File: src/rtl/icache_axi_refill.sv
// AXI4 read responder for icache line refills (8-beat INCR -> 256-bit line).
// Optional uncached word fetch path: define ICACHE_REFILL_UNCACHE_EN.
module icache_axi_refill #(
  parameter logic [3:0] AXI_ID     = 4'd0,
  parameter int         LINE_WORDS = 8
) (
  input  logic                    clk,
  input  logic                    reset,
  input  logic                    branch_flush,
  input  logic                    rd_req,
  input  logic [31:0]             rd_addr,
  output logic                    ret_valid,
  output logic [32*LINE_WORDS-1:0] ret_data,
  input  logic                    iucache_ren_i,
  input  logic [31:0]             iucache_addr_i,
  output logic                    iucache_rvalid_o,
  output logic [31:0]             iucache_rdata_o,
  output logic [3:0]              arid,
  output logic [31:0]             araddr,
  output logic [7:0]              arlen,
  output logic [2:0]              arsize,
  output logic [1:0]              arburst,
  output logic                    arvalid,
  input  logic                    arready,
  input  logic [3:0]              rid,
  input  logic [31:0]             rdata,
  input  logic [1:0]              rresp,
  input  logic                    rlast,
  input  logic                    rvalid,
  output logic                    rready
);

  localparam int          CW       = $clog2(LINE_WORDS);
  localparam logic [31:0] OFF_MASK = 32'(LINE_WORDS*4 - 1);

  typedef enum logic [2:0] {
    S_IDLE,
    S_AR,
    S_R,
    S_RESP,
    S_DRAIN,
    S_UAR,
    S_UR
  } state_t;

  state_t          state_q, state_d;
  logic [CW-1:0]   cnt_q;
  logic            flush_q;
  logic [31:0]     araddr_q;
  logic [7:0]      arlen_q;
  logic [31:0]     line_q [LINE_WORDS];
  logic            in_r, beat, start_c, wr_c;

  // Error responses carry no meaning for instruction fetch here
  logic unused;
  assign unused = ^rresp;

  assign arid    = AXI_ID;
  assign arsize  = 3'b010;
  assign arburst = 2'b01;
  assign araddr  = araddr_q;
  assign arlen   = arlen_q;
  assign arvalid = (state_q == S_AR) || (state_q == S_UAR);

  assign in_r = (state_q == S_R) || (state_q == S_DRAIN) ||
                (state_q == S_UR);
  // Foreign-ID beats are left on the bus for their owner
  assign rready = in_r && (!rvalid || rid == AXI_ID);
  assign beat   = rvalid && rready;

  assign ret_valid = (state_q == S_RESP) && !branch_flush;
  assign start_c   = (state_q == S_IDLE) && (state_d == S_AR);
  assign wr_c      = (state_q == S_R) && beat && !branch_flush;

  for (genvar g = 0; g < LINE_WORDS; g++) begin : g_pack
    assign ret_data[32*g +: 32] = line_q[g];
  end

  always_comb begin
    state_d = state_q;
    unique case (state_q)
      S_IDLE: begin
        if (!branch_flush) begin
          if (rd_req) state_d = S_AR;
`ifdef ICACHE_REFILL_UNCACHE_EN
          else if (iucache_ren_i) state_d = S_UAR;
`endif
        end
      end
      S_AR: begin
        if (arready)
          state_d = (flush_q || branch_flush) ? S_DRAIN : S_R;
      end
      S_UAR: begin
        if (arready)
          state_d = (flush_q || branch_flush) ? S_DRAIN : S_UR;
      end
      S_R: begin
        if (branch_flush)
          state_d = (beat && rlast) ? S_IDLE : S_DRAIN;
        else if (beat && rlast)
          state_d = S_RESP;
      end
      S_UR: begin
        if (beat)
          state_d = S_IDLE;
        else if (branch_flush)
          state_d = S_DRAIN;
      end
      S_RESP:  state_d = S_IDLE;
      S_DRAIN: begin
        if (beat && rlast) state_d = S_IDLE;
      end
      default: state_d = S_IDLE;
    endcase
  end

  always_ff @(posedge clk or negedge reset) begin
    if (!reset) begin
      state_q  <= S_IDLE;
      cnt_q    <= '0;
      flush_q  <= 1'b0;
      araddr_q <= '0;
      arlen_q  <= '0;
      for (int i = 0; i < LINE_WORDS; i++) line_q[i] <= '0;
    end else begin
      state_q <= state_d;
      if (start_c) begin
        araddr_q <= rd_addr & ~OFF_MASK;
        arlen_q  <= 8'(LINE_WORDS - 1);
        cnt_q    <= '0;
        flush_q  <= 1'b0;
      end
`ifdef ICACHE_REFILL_UNCACHE_EN
      if (state_q == S_IDLE && state_d == S_UAR) begin
        araddr_q <= iucache_addr_i;
        arlen_q  <= '0;
        flush_q  <= 1'b0;
      end
`endif
      if (arvalid && branch_flush) flush_q <= 1'b1;
      if (wr_c) begin
        line_q[cnt_q] <= rdata;
        cnt_q         <= cnt_q + 1'b1;
      end
    end
  end

`ifdef ICACHE_REFILL_UNCACHE_EN
  logic        urvalid_q;
  logic [31:0] urdata_q;

  always_ff @(posedge clk or negedge reset) begin
    if (!reset) begin
      urvalid_q <= 1'b0;
      urdata_q  <= '0;
    end else begin
      urvalid_q <= (state_q == S_UR) && beat && !branch_flush;
      if ((state_q == S_UR) && beat && !branch_flush)
        urdata_q <= rdata;
    end
  end

  assign iucache_rvalid_o = urvalid_q;
  assign iucache_rdata_o  = urdata_q;
`else
  logic unused_u;
  assign unused_u = ^{iucache_ren_i, iucache_addr_i};
  assign iucache_rvalid_o = 1'b0;
  assign iucache_rdata_o  = '0;
`endif

endmodule

File: config.mk
export PLATFORM = sky130hd
export DESIGN_NAME = icache_axi_refill
export DESIGN_NICKNAME = d
export VERILOG_FILES = /design/src/rtl/icache_axi_refill.sv
export SDC_FILE = /design/constraint.sdc
export NUM_CORES = 1
export LEC_CHECK = 0
export CAP_MARGIN = 20
export CORE_AREA = 4 4 171 173
export DETAILED_ROUTE_END_ITERATION = 16
export DIE_AREA = 0 0 175 177
export PLACE_DENSITY = 0.78
export SYNTH_ARGS = -nofsm -noshare
export SYNTH_HDL_FRONTEND = slang
export SYNTH_SLANG_ARGS = --single-unit
export TNS_END_PERCENT = 5
File: constraint.sdc
create_clock -name clk -period 5.1 [get_ports clk]
set_clock_uncertainty 0.05 [all_clocks]
set_input_delay 1.02 -clock clk [delete_from_list [all_inputs] [get_ports clk]]
set_output_delay 1.02 -clock clk [all_outputs]
set_load 0.05 [all_outputs]
Yosys cells after proc, flatten, opt, wreduce, memory -nomap -nowiden
Index checks and enable logic that the tools add are counted.

Flip-flop bits (word level): 291. Latch bits: 0. RAM bits: 0. ROM bits: 0. Bits of input ports: 110. Output and inout port bits: 341. Logic and storage cells: 64. Memories kept: 0.

Add/subtract/negate cells: 1. $mul: 0. Divide/modulo/power cells: 0. Order comparisons: 2. Eq/ne operators: 7. Shift operators: 0. Muxes and demuxes: 20. Bitwise operators: 1. Reduce and logical (&&, ||, !) cells: 20.

Operators by type and width (number): 256-bit bitwise mux (1); 32-bit demux with 3-bit select (1); 3-bit two-way mux (13); 32-bit two-way mux (1); 3-bit case mux with 6 select lines (1); 3-bit equality test, second input constant (3); 1-bit logical AND (9); 3-bit by 1-bit equality test with 1-bit output, second input constant (2); 3-bit by 2-bit equality test with 1-bit output, second input constant (2); 1-bit logical OR (5); 4-bit >= comparator, second input constant (1); 4-bit zero test (1); 4-bit by 1-bit < comparator with 1-bit output, second input constant (1); 3-bit NOT with 4-bit output (1); 2-bit nonzero test (2); 3-bit by 1-bit adder with 3-bit output, second input constant (1); 3-bit zero test (1); 1-bit zero test (2); 1-bit two-way mux (2); 2-bit two-way mux (1).

Logic depth before layout (Yosys ltp)
Depth in word-level cells: 13. Mapped depth: 7. Gate-level depth less buffers: 4.

Worst setup path before layout
No wires, ideal clock.

Path type: in2out. Start point: input port branch_flush. End point: output port ret_valid. Arrival time: 2.096 ns. Required time: 4.030 ns. Setup slack: 1.934 ns. Stages: 1. Path buffers: 0. Cells stage by stage: nor3_1.

Longest elaborated chain between the ends: 2.

RTL lines: from (decl) (line 9) `input logic branch_flush,`; 1-bit zero test; 1-bit logical AND (line 71) `assign ret_valid = (state_q == S_RESP) && !branch_flush;`; to (decl) (line 12) `output logic ret_valid,`.

No other way between the ends.

Worst setup path after layout
Start point: input port rid[1]. End point: output port rready.

Longest elaborated chain between the ends: 3.

RTL lines: from (decl) (line 25) `input logic [3:0] rid,`; 4-bit zero test (line 68) `assign rready = in_r && (!rvalid || rid == AXI_ID);`; 1-bit logical OR (line 68); 1-bit logical AND (line 68); to (decl) (line 30) `output logic rready`.

No other way between the ends.

==> out/metrics.csv <==
metric,value,unit
Crit-path slowest cell,clkdlybuf4s50_1,
Max-cap violations,0,
most frequent cells in the layout,"357 x clkdlybuf4s50_1, 291 x dfrtp_1, 223 x mux2_1",
fin nets,1192,
1st-iter DRT viols,262,
ANT nets after route,0,
Final Cycle Share,0.8458,
Ys Warns,0,
First-pass DRT Iterations,4,
power density of the placed cells,369.9,nW/um^2
share of cells above drive strength 1,0.1285,
worst skew pair latency,0.54,ns
CTS tree,built,
initial antenna violation count,0,
setup total negative slack,0,ns
Setup crit start kind,input pin,
"most common cell after layout, fill and taps aside",clkdlybuf4s50_1,
Die Wd,175,microns
Tmin final,4.313,ns
FF-to-FF path depth,5,
CP Data Arrival Time,3.24,ns
drt wl/cell,20.54,microns
RSZ-0062 raised after global routing,no,
largest net degree at the start of global routing,127,
Hold Buf Count CTS,0,
Max Slew Vio Count,0,
DR vias,7142,
total power,6.156,mW
Netlist Area Pre-Place,11750,sq um
total wire length,30460,microns
Area Growth Syn to Fin,41.66,%
Die Footprint,30980,sq um
actual slew at the worst max-slew pin,0.9639,ns
final setup fails,0,
post-CTS setup buffers,0,
I/O Buffers,358,
cells after synthesis,713,
Crit Path Category,input pin to output pin,
critical path data required time,4.03,ns
Util after Layout,0.6023,
FILL cells,2121,
Root Driver,clkbuf_16,
Post-Synth Adder-Cell Area,0.001065,
sequential area share after synthesis,0.6199,
Syn Area/Cell,16.48,sq um
Post-Synth XOR/XNOR Area,0,
hold path cells,1,
grt ovf,0,
DPL Wire Length,20950,microns
sequential cell area,7282,sq um
Final Hold Vio Count,0,
first-pass GRT wire length,46700,microns
CTS buffer count,31,
Die Y,177,microns
GRT Overall Usage,0.1917,
run status,"finished, final reports clean",
post-CTS sizing,0,
number of antenna diodes,0,
Core ar.,27630,sq um
#FFs+latches synth,291,
Multi-input gate area,4014,sq um
Max Clock Freq,231.8,MHz
Synth Area in Simple Gates,0.02034,
Max stage delay on crit path,0.86,ns
Hold Crit Class,flop to flop,
leak pwr,8.335,nW
"critical path, cell by cell",clkdlybuf4s50_1 -> o41ai_4 -> o211a_1 -> buf_4 -> clkdlybuf4s50_1,
clock transition at the registers of the reported paths,0.06,ns
"EDFF count, synth",0,
Clock Sinks,291,
CTS H-tree depth,1,
clk buf depth,3,
count of cell types in the netlist,35,
Via density,4.816,
complex-gate fraction of the synthesized area,0.008521,
Rows,61,
routability cong.,0.7463,
I/O pins,451,
Peak supply drop,0.2922,mV
proportion of synthesized area in mux cells,0.2922,
drt drc,0,
"Async S/R FF share, synth",1.000,
largest family of logic cells by synthesized area,multiplexers,
CP max FO,10,
"most used cell, CP",clkdlybuf4s50_1,
top_reg_cell synth,dfrtp_1,
initial core utilization,0.4252,
vias in the first global route,7754,
Critical Path End Type,output pin,
Slew HR,0.3574,
routing by layer:
metal  vias up  wire (microns)  GRT usage
met3        43            2339    0.05106
li1       3146               -          -
met4         0             677    0.04550
met5         -               0          0
met1      3665           12010     0.2346
met2       288           15430     0.3410
synthesized netlist by cell type (2+ instances only):
| library cell | count | share of area |
|---|---|---|
| buf_6 | 12 | 0.012 |
| a32oi_1 | 2 | 0.0015 |
| inv_1 | 3 | 0.00096 |
| nand2_1 | 4 | 0.0013 |
| nor2_1 | 2 | 0.00064 |
| nand4b_2 | 4 | 0.0051 |
| buf_4 | 57 | 0.036 |
| dfrtp_1 | 291 | 0.62 |
| and4_1 | 2 | 0.0015 |
| nand3_1 | 4 | 0.0017 |
| buf_2 | 17 | 0.0072 |
| mux2i_1 | 2 | 0.0017 |
| conb_1 | 2 | 0.00064 |
| nor2b_1 | 2 | 0.0011 |
| clkbuf_1 | 3 | 0.00096 |
| mux2_4 | 60 | 0.077 |
| and3_1 | 2 | 0.0011 |
| mux2_1 | 223 | 0.21 |
| nand4bb_1 | 2 | 0.0019 |
| nand2b_1 | 2 | 0.0011 |
| o21ai_1 | 3 | 0.0013 |
per-stage QoR:
step	area (sq um)	hold slack (ns)	instances	setup slack [ns]
after global placement	15540	0.4161	1426	0.8398
after CTS	16640	0.4373	1483	0.7892
after floorplan	11940	0.4288	763	1.934
after global routing	16640	0.4487	1483	0.7325
final	16640	0.4322	1483	0.7866
after detailed placement	15540	0.4237	1426	0.8185
power by group:
part / switching (mW) / leakage, nW / internal [mW]
sequential: 0.0887 / 4.00 / 2.46
clock: 0.910 / 0.544 / 1.46
combinational: 0.830 / 3.79 / 0.410
worst paths after layout:
check                                    from  slack, ns       endpoint
worst max-delay path                   rid[1]       0.79         rready
worst min-delay path            ret_data[241]       0.43  ret_data[241]
worst max register to register     state_q[2]       2.23  ret_data[222]
max in group asynchronous               reset       3.39  ret_data[251]
worst min register to register  ret_data[241]       0.43  ret_data[241]
min in group asynchronous               reset       0.56     araddr[19]
state kept, by name (all words and copies together) (netlist names):
name,flops
arlen,1
cnt_q,3
ret_data,256
araddr,27
state_q,3
flush_q,1
cell type report:
class,count,area share
Clock inverter,12,0.01023
Clock buffer,45,0.05579
Multi-Input combinational cell,379,0.2412
Tap cell,378,0.02842
Timing Repair Buffer,374,0.2259
Inverter,4,0.0009023
Sequential cell,291,0.4376
kinds of logic (layout without fill, tap and decap cells):
group | after synthesis | in the layout
compound gates | 11 | 11
fa+ha+maj | 1 | 1
buf+inv | 93 | 435
flops | 291 | 291
mux | 285 | 285
other cells | 2 | 52
simple gates | 30 | 30
worst max-delay path: cells and delay by family:
kind,cells,cell delay (ns)
compound gates,2,0.71
buf+inv,3,1.51
No activity file was read; power rests on OpenSTA's default activity.
